### src/rtl/mac_sequencer_if.sv
// Control-unit <-> MAC sequencer bundle.
//   master : control unit side (drives START/DIMEN/STALL, observes sequencer outputs)
//   slave  : sequencer side
// Signals:
//   START      one-cycle MULTACC request
//   DIMEN      matrix dimension code, N = DIMEN+1
//   STALL      freezes the sequencer and its pipeline
//   RD_ADDR_A  A-row element index k
//   RD_ADDR_B  B element address k*4+j
//   MAC_EN     per-PE MAC enable
//   ACC_CLR    accumulator load (instead of add) qualifier for MAC_EN
//   WR_ADDR_C  C column index being written
//   WR_EN_C    per-PE C write strobe
//   BUSY       sequence in progress
//   MAC_DONE   one-cycle completion pulse
interface mac_sequencer_if #(
  parameter int NUM_PE = 4
);
  logic              START;
  logic [1:0]        DIMEN;
  logic              STALL;
  logic [1:0]        RD_ADDR_A;
  logic [3:0]        RD_ADDR_B;
  logic [NUM_PE-1:0] MAC_EN;
  logic              ACC_CLR;
  logic [1:0]        WR_ADDR_C;
  logic [NUM_PE-1:0] WR_EN_C;
  logic              BUSY;
  logic              MAC_DONE;

  modport master (
    output START, DIMEN, STALL,
    input  RD_ADDR_A, RD_ADDR_B, MAC_EN, ACC_CLR, WR_ADDR_C, WR_EN_C, BUSY, MAC_DONE
  );

  modport slave (
    input  START, DIMEN, STALL,
    output RD_ADDR_A, RD_ADDR_B, MAC_EN, ACC_CLR, WR_ADDR_C, WR_EN_C, BUSY, MAC_DONE
  );
endinterface

### src/rtl/mac_sequencer.sv
// MAC sequencer for one MULTACC instruction (C = A x B, N x N, N = DIMEN+1).
// Walks j (C column) in the outer loop and k (dot-product index) in the inner
// loop, issuing register-file read addresses and pushing a token per issue
// into a delay line matched to the register-file read latency. The token
// drives MAC_EN/ACC_CLR RD_LAT cycles after issue and the C write-back one
// cycle later. All outputs are registered.
// Ports:
//   CLK   clock
//   RSTN  synchronous reset, active-high (asserted = 1)
//   bus   mac_sequencer_if.slave (START/DIMEN/STALL in, addresses/strobes/status out)
module mac_sequencer #(
  parameter int RD_LAT = 1,
  parameter int NUM_PE = 4
) (
  input logic            CLK,
  input logic            RSTN,
  mac_sequencer_if.slave bus
);

  typedef enum logic [1:0] {
    S_IDLE  = 2'd0,
    S_ISSUE = 2'd1,
    S_DRAIN = 2'd2,
    S_DONE  = 2'd3
  } state_t;

  state_t     state;
  logic [1:0] dimen_q;
  logic [1:0] j_cnt;
  logic [1:0] k_cnt;

  // Token delay line: index 0 is written on the issue edge, index RD_LAT-1
  // feeds the MAC stage, index RD_LAT feeds the write-back stage.
  logic [RD_LAT:0] vld_p;
  logic [RD_LAT:0] first_p;
  logic [RD_LAT:0] last_p;
  logic [1:0]      j_p [0:RD_LAT];

  // PEs beyond N are left idle.
  function automatic logic [NUM_PE-1:0] pe_mask(input logic [1:0] dimen);
    logic [NUM_PE-1:0] m;
    for (int p = 0; p < NUM_PE; p++) m[p] = (p <= int'(dimen));
    return m;
  endfunction

  always_ff @(posedge CLK) begin
    if (RSTN) begin
      state         <= S_IDLE;
      dimen_q       <= '0;
      j_cnt         <= '0;
      k_cnt         <= '0;
      vld_p         <= '0;
      first_p       <= '0;
      last_p        <= '0;
      for (int i = 0; i <= RD_LAT; i++) j_p[i] <= '0;
      bus.RD_ADDR_A <= '0;
      bus.RD_ADDR_B <= '0;
      bus.MAC_EN    <= '0;
      bus.ACC_CLR   <= 1'b0;
      bus.WR_ADDR_C <= '0;
      bus.WR_EN_C   <= '0;
      bus.BUSY      <= 1'b0;
      bus.MAC_DONE  <= 1'b0;
    end else if (bus.STALL && (state != S_IDLE)) begin
      // Everything holds; strobes are suppressed so the held token fires
      // exactly once, on the first non-stalled edge.
      bus.MAC_EN   <= '0;
      bus.WR_EN_C  <= '0;
      bus.MAC_DONE <= 1'b0;
    end else begin
      // Issue stage -> delay line entry 0
      vld_p[0]   <= (state == S_ISSUE);
      first_p[0] <= (k_cnt == 2'd0);
      last_p[0]  <= (k_cnt == dimen_q);
      j_p[0]     <= j_cnt;
      for (int i = 1; i <= RD_LAT; i++) begin
        vld_p[i]   <= vld_p[i-1];
        first_p[i] <= first_p[i-1];
        last_p[i]  <= last_p[i-1];
        j_p[i]     <= j_p[i-1];
      end

      // MAC stage: operands arrive RD_LAT cycles after issue
      bus.MAC_EN  <= vld_p[RD_LAT-1] ? pe_mask(dimen_q) : '0;
      bus.ACC_CLR <= vld_p[RD_LAT-1] & first_p[RD_LAT-1];

      // Write-back stage: one cycle after the final MAC of a column
      bus.WR_EN_C <= (vld_p[RD_LAT] & last_p[RD_LAT]) ? pe_mask(dimen_q) : '0;
      if (vld_p[RD_LAT] & last_p[RD_LAT]) bus.WR_ADDR_C <= j_p[RD_LAT];

      bus.MAC_DONE <= 1'b0;

      case (state)
        S_IDLE: begin
          if (bus.START) begin
            dimen_q  <= bus.DIMEN;
            j_cnt    <= '0;
            k_cnt    <= '0;
            bus.BUSY <= 1'b1;
            state    <= S_ISSUE;
          end
        end
        S_ISSUE: begin
          bus.RD_ADDR_A <= k_cnt;
          bus.RD_ADDR_B <= {k_cnt, j_cnt};
          if (k_cnt == dimen_q) begin
            k_cnt <= '0;
            if (j_cnt == dimen_q) state <= S_DRAIN;
            else                  j_cnt <= j_cnt + 2'd1;
          end else begin
            k_cnt <= k_cnt + 2'd1;
          end
        end
        S_DRAIN: begin
          // Pre-edge view: empty means the last write-back has already fired.
          if (vld_p == '0) begin
            bus.MAC_DONE <= 1'b1;
            state        <= S_DONE;
          end
        end
        S_DONE: begin
          bus.BUSY <= 1'b0;
          state    <= S_IDLE;
        end
        default: state <= S_IDLE;
      endcase
    end
  end

endmodule

### src/flat_wrapper.sv
// flat-port wrapper written by rule: the top's interface ports become plain ports
module mac_sequencer_flat 
#(
  parameter int RD_LAT = 1,
  parameter int NUM_PE = 4
)
  (CLK, RSTN, bus_START, bus_DIMEN, bus_STALL, bus_RD_ADDR_A, bus_RD_ADDR_B, bus_MAC_EN, bus_ACC_CLR, bus_WR_ADDR_C, bus_WR_EN_C, bus_BUSY, bus_MAC_DONE);
  mac_sequencer_if #(.NUM_PE(NUM_PE)) bus_i ();
  input logic CLK;
  input logic RSTN;
  input wire logic [$bits(bus_i.START)-1:0] bus_START;
  input wire logic [$bits(bus_i.DIMEN)-1:0] bus_DIMEN;
  input wire logic [$bits(bus_i.STALL)-1:0] bus_STALL;
  output wire logic [$bits(bus_i.RD_ADDR_A)-1:0] bus_RD_ADDR_A;
  output wire logic [$bits(bus_i.RD_ADDR_B)-1:0] bus_RD_ADDR_B;
  output wire logic [$bits(bus_i.MAC_EN)-1:0] bus_MAC_EN;
  output wire logic [$bits(bus_i.ACC_CLR)-1:0] bus_ACC_CLR;
  output wire logic [$bits(bus_i.WR_ADDR_C)-1:0] bus_WR_ADDR_C;
  output wire logic [$bits(bus_i.WR_EN_C)-1:0] bus_WR_EN_C;
  output wire logic [$bits(bus_i.BUSY)-1:0] bus_BUSY;
  output wire logic [$bits(bus_i.MAC_DONE)-1:0] bus_MAC_DONE;
  assign bus_i.START = bus_START;
  assign bus_i.DIMEN = bus_DIMEN;
  assign bus_i.STALL = bus_STALL;
  assign bus_RD_ADDR_A = bus_i.RD_ADDR_A;
  assign bus_RD_ADDR_B = bus_i.RD_ADDR_B;
  assign bus_MAC_EN = bus_i.MAC_EN;
  assign bus_ACC_CLR = bus_i.ACC_CLR;
  assign bus_WR_ADDR_C = bus_i.WR_ADDR_C;
  assign bus_WR_EN_C = bus_i.WR_EN_C;
  assign bus_BUSY = bus_i.BUSY;
  assign bus_MAC_DONE = bus_i.MAC_DONE;
  mac_sequencer #(.RD_LAT(RD_LAT), .NUM_PE(NUM_PE)) u_core (.CLK(CLK), .RSTN(RSTN), .bus(bus_i));
endmodule
### config.mk
export PLATFORM = sky130hd
export DESIGN_NAME = mac_sequencer_flat
export DESIGN_NICKNAME = d
export VERILOG_FILES = /design/src/rtl/mac_sequencer_if.sv /design/src/rtl/mac_sequencer.sv /design/src/flat_wrapper.sv
export SDC_FILE = /design/constraint.sdc
export NUM_CORES = 1
export LEC_CHECK = 0
export CAP_MARGIN = 20
export CORE_ASPECT_RATIO = 1.75
export CORE_MARGIN = 2
export CORE_UTILIZATION = 51
export CTS_BUF_LIST = sky130_fd_sc_hd__clkbuf_16
export CTS_CLUSTER_DIAMETER = 60
export CTS_CLUSTER_SIZE = 28
export DETAILED_ROUTE_END_ITERATION = 10
export HOLD_SLACK_MARGIN = 0.1
export PLACE_DENSITY = 0.77
export SKIP_LAST_GASP = 1
export SYNTH_ARGS = -nofsm -noshare
export SYNTH_HDL_FRONTEND = slang
export SYNTH_SLANG_ARGS = --single-unit
### constraint.sdc
create_clock -name CLK -period 2.3 [get_ports CLK]
set_input_delay 0.46 -clock CLK [delete_from_list [all_inputs] [get_ports CLK]]
set_output_delay 0.46 -clock CLK [all_outputs]
set_load 0.1 [all_outputs]
==> flow_summary.ini, run 1 <==
[sta]
fin_worst_skew_ns = 0.00488
finalSetupViolations = 0
tightestPinTransition_ns = 0.423
hold_viol = 0
relSlewSlack = 0.718
layout_min_cycle_time_ns = 1.86
drv_slew = 0
finalWorstSetupSlack_ns = 0.436
max_freq_mhz = 537
finalCritPeriodShare = 0.810
fin_tns_setup_ns = 0
rsz0062_at_grt = no

[routing]
wl_um = 2870
drtIter0Drc = 17
drcViolationCount = 0
antenna_left = 0
num_vias = 1106
firstDrtPassIters = 4
wl_per_cell_um = 14.1
vias_per_cell = 5.42

[worst_setup_path]
cp_num_buf_inv = 1
cp-end-kind = register
cp-start-kind = register
cp.required_ns = 2.44
cp.arrival_ns = 2.00
crit_path_max_fanout = 6
slowest_stage = dfxtp_1
crit_type = reg -> reg
critPathTopFamily = compound AO/OA/AOI/OAI gates
cpPeakStageDelay_ns = 0.40
path_cells = inv_1, ha_1, or3b_1, a32oi_2, a311o_1, o21ai_0

[clock_tree]
cts_root_buffer = clkbuf_16
htreeDepth = 2
cts_resized = 0
cts_tree = done
hold_buffers = 0
clk_pin_slew_ns = 0.05
insertion_delay_ns = 0.28
post_cts_buffers = 0
ctsLongestPathBuffers = 2
numCtsBuffers = 5
cts_sinks = 34

[floorplanning]
initial_core_util = 0.538
io-pin-count = 25
rows = 25
die_w_um = 44.5
dieArea_um2 = 3330
die_y_um = 74.9
core_um2 = 2720

[yosys]
synth.distinct_cells = 36
syn_nets = 166
ys_seq_elements = 34
synthesis.area_um2 = 1470
synth_top_area_frac = 0.410
syn_area_per_cell_um2 = 9.58
syn_inst = 153
ys_warn_count = 0
yosysTopAreaCell = dfxtp_1
ys_seq_area_frac = 0.492
synth_area_leaders = dfxtp_1 (41%), edfxtp_1 (8.2%), ha_1 (6.0%)

[layout]
drive_gt1_frac = 0.192
diodes = 0
final_nets = 189
syn_to_final_growth_pct = 21.6
num-fill-cells = 230

[pwr]
p_leak_uw = 0.000788
p_per_area_nw_per_um2 = 1100
vdd_drop_max_mv = 0.719

[grt]
grt_most_used_layer = met2
antenna_found_initial = 0
grt_use_total = 0.204
grt_pass1_vias = 1112
grt_max_degree = 12
grt_pass1_wl_um = 4850
grt_overflow = 0
use_met3 = 0.0552
met2_usage = 0.348
grt_use_met1 = 0.200

[place]
place_ws_ns = 0.273
dp_hpwl_um = 2250
gp_congestion = 0.818
port_buffers = 24

[status]
outcome = complete, no violations

[job]
maxCapViolCount = 0

[worst_hold_path]
hold_path_class = reg -> reg
[layer usage]
| layer | wire length, um | part of all wire | vias to the layer above |
|---|---|---|---|
| li1 | - | - | 559 |
| met1 | 1090 | 0.38 | 510 |
| met2 | 1540 | 0.54 | 23 |
| met3 | 98 | 0.034 | 14 |
| met4 | 138 | 0.048 | 0 |
| met5 | 0 | 0 | - |
[cell usage in the layout (no fill, tap or decap), types with 5 or more instances in the layout]
cell,Yosys,routed
inv_1,8,9
and3_1,10,10
ha_1,7,7
dfxtp_1,30,30
clkdlybuf4s50_1,0,5
nor2_1,11,11
o21ai_0,5,5
a21oi_1,13,13
clkbuf_16,0,5
buf_4,2,21
nand2_1,19,19
[through the flow]
stage	instance area (um2)	instances	hold slack (ns)	util	total power, uW
3_5_place_dp	1640	196	0.447	0.604	1360
5_1_grt	1780	204	0.478	0.655	2070
2_1_floorplan	1470	153	0.432	-	1230
3_3_place_gp	1640	196	0.442	0.604	1340
4_1_cts	1780	204	0.452	0.655	1980
6_report	1780	204	0.451	0.655	1960
[layout make-up]
type / instances / area (um2) / share of cell area
Multi-Input combinational cell: 101 / 652 / 0.366
Clock inverter: 3 / 12.5 / 0.00702
Clock buffer: 5 / 125 / 0.0702
Inverter: 8 / 30.0 / 0.0169
Tap cell: 27 / 33.8 / 0.0190
Timing Repair Buffer: 26 / 208 / 0.117
Sequential cell: 34 / 721 / 0.404
[cell families (layout without fill, tap and decap cells)]
family                     after synthesis  after routing  share of synthesized area
AOI/OAI and AO/OA                       29             29                      0.131
xor gates and xnor gates                 4              4                     0.0342
adders and majority gates                7              7                     0.0598
buffers and inverters                   18             42                     0.0632
DFF                                     34             34                      0.492
muxes                                    4              4                     0.0273
and+or+nand+nor                         57             57                      0.193
[sequential cells by signal, summed over array words and instances (netlist names), 2 cells and up]
register / count
u_core.j_cnt: 2
u_core.vld_p: 2
u_core.state: 2
u_core.bus.WR_EN_C: 4
u_core.bus.RD_ADDR_B: 3
u_core.bus.MAC_EN: 4
u_core.j_p: 4
u_core.dimen_q: 2
u_core.k_cnt: 2
u_core.bus.WR_ADDR_C: 2
u_core.last_p: 2
[path summary, 6_finish.rpt]
path / start / end / slack [ns] / cells past startpoint
worst max-delay path: u_core.state[0]$_SDFFE_PP0P_ / u_core.j_cnt[1]$_SDFFE_PP0P_ / 0.44 / 6
worst max register to register: u_core.state[0]$_SDFFE_PP0P_ / u_core.j_cnt[1]$_SDFFE_PP0P_ / 0.44 / 6
worst min-delay path: u_core.last_p[0]$_SDFFE_PP0N_ / u_core.last_p[0]$_SDFFE_PP0N_ / 0.45 / 2
worst min register to register: u_core.last_p[0]$_SDFFE_PP0N_ / u_core.last_p[0]$_SDFFE_PP0N_ / 0.45 / 2
[cells in the mapped netlist, drive strengths merged]
| cell type | number |
|---|---|
| buf | 6 |
| nor3 | 5 |
| and2 | 3 |
| and3 | 10 |
| o211a | 1 |
| nor2 | 11 |
| dfxtp | 30 |
| a311o | 1 |
| o21a | 3 |
| nand3b | 1 |
| o21ai | 6 |
| a21oi | 14 |
| edfxtp | 4 |
| nand2 | 20 |
| inv | 8 |
| a32oi | 1 |
| a22o | 1 |
| xor2 | 2 |
| or3 | 1 |
| mux2i | 4 |
| nand3 | 1 |
| a21o | 1 |
| a31o | 1 |
| nand2b | 2 |
| xnor2 | 2 |
| or3b | 1 |
| nor2b | 1 |
| nand4 | 1 |
| ha | 7 |
| clkbuf | 4 |
[power by group]
| part | internal (uW) | switching, uW | total, uW |
|---|---|---|---|
| combinational | 198 | 398 | 596 |
| clock | 390 | 225 | 615 |
| sequential | 684 | 68.4 | 752 |
[worst min-delay path: cells and delay by family (launching register included)]
family / cells / cell delay, ns
compound gates: 1 / 0.05
flops: 1 / 0.30
simple gates: 1 / 0.05
Note: power is estimated with default switching activity, not from simulation.
==> run 2, diff against run 1 <==
Settings changed: CORE_UTILIZATION 51 to 46, PLACE_DENSITY 0.77 to 0.74.
Clock period 2.3 ns to 1.55 ns, I/O delays scaled along.
==> run 2 against run 1 <==
  * Critical endpoint is now u_core.j_cnt[0]$_SDFFE_PP0P_
  * Highest routed layer unchanged
  * The flow now finishes with violations (setup timing)
  * Global-route usage rose by 0.41 points
  * Final area is 25% higher
  * Sequential power is 52% higher
  * Largest cell class unchanged
  * Register-to-register slack lost 0.44 ns
  * Count of clock-buffer cells in the layout did not move
==> flow_summary.ini, run 2 (synthesis gave the netlist of run 1 again) <==
[status]
outcome = finished with violations
violations = setup timing

[routing]
wl_per_cell_um = 14.2
drtIter0Drc = 39
firstDrtPassIters = 4
num_vias = 1203
antenna_left = 0
vias_per_cell = 5.08
drcViolationCount = 0
wl_um = 3360

[pwr]
p_per_area_nw_per_um2 = 1500
p_clk_frac = 0.271
comb_power_share = 0.386
seqPwrFrac = 0.343
swShare = 0.342
p_leak_uw = 0.000931
vdd_drop_max_mv = 1.18
intPower_uw = 2200
p_sw_uw = 1140

[worst_setup_path]
crit_type = reg -> reg
cp.required_ns = 1.71
regToRegSetupSlack_ns = -0.003
cp.arrival_ns = 1.72
crit_path_max_fanout = 5
rr_endpoint = u_core.j_cnt[0]$_SDFFE_PP0P_
cp-start-kind = register
endpoint = u_core.j_cnt[0]$_SDFFE_PP0P_
startpoint = u_core.state[0]$_SDFFE_PP0P_
r2r-start = u_core.state[0]$_SDFFE_PP0P_
rr_worst_depth = 6
cp-end-kind = register

[layout]
layout_commonest_cell = dfxtp_1
final_nets = 207
post-route-util = 0.715
reg_top3 = u_core.bus.MAC_EN (4), u_core.bus.WR_EN_C (4), u_core.j_p (4)
diodes = 0
most-common-layout-cells = dfxtp_1 (26), buf_4 (20), nand2_1 (19), buf_12 (19), a21oi_1 (13)
fin_area_um2 = 2220
syn_to_final_growth_pct = 51.8
drive_gt1_frac = 0.340

[grt]
grt_max_degree = 11
grt_overflow = 0
grt_pass1_vias = 1234
grt_pass1_wl_um = 5390
antenna_found_initial = 0
grt_use_total = 0.208

[sta]
relSlewSlack = 0.776
finalWorstSetupSlack_ns = -0.00289
fin_tns_setup_ns = -0.00289
max_freq_mhz = 644
finalCritPeriodShare = 1.00
hold_viol = 0
tightestPinTransition_ns = 0.335
finalSetupViolations = 1
layout_min_cycle_time_ns = 1.55
drv_slew = 0
fin_worst_skew_ns = 0.00272
rsz0062_at_grt = yes

[place]
place_ws_ns = -0.238
dp_hpwl_um = 2660
port_buffers = 24
place_area_um2 = 2050
gp_congestion = 0.913

[floorplanning]
dieArea_um2 = 3670
die_y_um = 78.7
initial_core_util = 0.471
io-pin-count = 25
die_w_um = 46.7
core_um2 = 3110
rows = 27

[clock_tree]
ctsLongestPathBuffers = 2
cts_tree = done
cts_sinks = 34
cts_root_buffer = clkbuf_16
clk_pin_slew_ns = 0.05
numCtsBuffers = 5
htreeDepth = 2
insertion_delay_ns = 0.27
hold_buffers = 0

[worst_hold_path]
hold_path_class = reg -> reg

[job]
maxCapViolCount = 0
==> run 2: changes by cell type in the layout (fill, tap and decap cells not counted), moves of 2 or more <==
| cell | before | now |
|---|---|---|
| o21ai_0 | 5 | 2 |
| ha_2 | 0 | 2 |
| buf_12 | 0 | 19 |
| o21ai_1 | 0 | 2 |
| ha_1 | 7 | 3 |
| dfxtp_2 | 0 | 3 |
| ha_4 | 0 | 2 |
| inv_1 | 9 | 6 |
| dfxtp_1 | 30 | 26 |
| inv_4 | 0 | 2 |
==> run 2: final cells by class <==
class | count | area, um2
inverters | 8 | 35.0
flip-flops and latches | 34 | 728
fillers | 238 | 885
well taps | 43 | 53.8
clock inverters | 2 | 7.51
clock buffers | 5 | 125
multi-input cells | 101 | 693
repair buffers | 44 | 581
==> run 2: timing repair <==
| item | 4_1_cts | 5_1_grt |
|---|---|---|
| pin swaps | 6 | 5 |
| hold endpoints to repair | 0 | 0 |
| gates resized for setup | 9 | 7 |
| setup endpoints to repair | 6 | 5 |
| setup buffers | 1 | 0 |
==> run 2: how the worst min path moves through the flow <==
stage                                               from                        endpoint  depth (start not counted)
final                      u_core.last_p[0]$_SDFFE_PP0N_   u_core.last_p[1]$_SDFFE_PP0N_                          2
after floorplan           u_core.first_p[0]$_SDFFE_PP0N_  u_core.first_p[0]$_SDFFE_PP0N_                          2
after global routing       u_core.last_p[0]$_SDFFE_PP0N_   u_core.last_p[0]$_SDFFE_PP0N_                          2
after detailed placement   u_core.last_p[0]$_SDFFE_PP0N_   u_core.last_p[1]$_SDFFE_PP0N_                          2
after CTS                  u_core.last_p[0]$_SDFFE_PP0N_   u_core.last_p[1]$_SDFFE_PP0N_                          2
after global placement     u_core.last_p[0]$_SDFFE_PP0N_   u_core.last_p[0]$_SDFFE_PP0N_                          2
==> run 2: power groups by stage <==
stage	clock, uW	combinational (uW)	sequential, uW
floorplan	0	627	1240
global placement	0	1160	1130
detailed placement	0	1210	1140
CTS	911	1260	1140
global route	949	1390	1160
finish	903	1290	1140
==> run 2: routing by layer <==
metal / GRT usage / wire (um) / up-vias
li1: - / - / 592
met1: 0.203 / 1140 / 576
met2: 0.375 / 2020 / 23
met3: 0.0437 / 78 / 12
met4: 0.117 / 131 / 0
met5: 0 / 0 / -
==> run 2: through the flow <==
stage	hold WS (ns)	total power (uW)	instances
6_report	0.465	3340	237
5_1_grt	0.486	3490	237
3_3_place_gp	0.439	2290	229
2_1_floorplan	0.432	1870	153
4_1_cts	0.465	3310	237
3_5_place_dp	0.458	2350	229
==> run 2: worst max-delay path: stages (launching register included) <==
cell     delay (ns)
dfxtp_4        0.37
inv_4          0.04
ha_4           0.16
or3b_4         0.37
a32oi_2        0.21
nand2_2        0.08
a31o_1         0.21
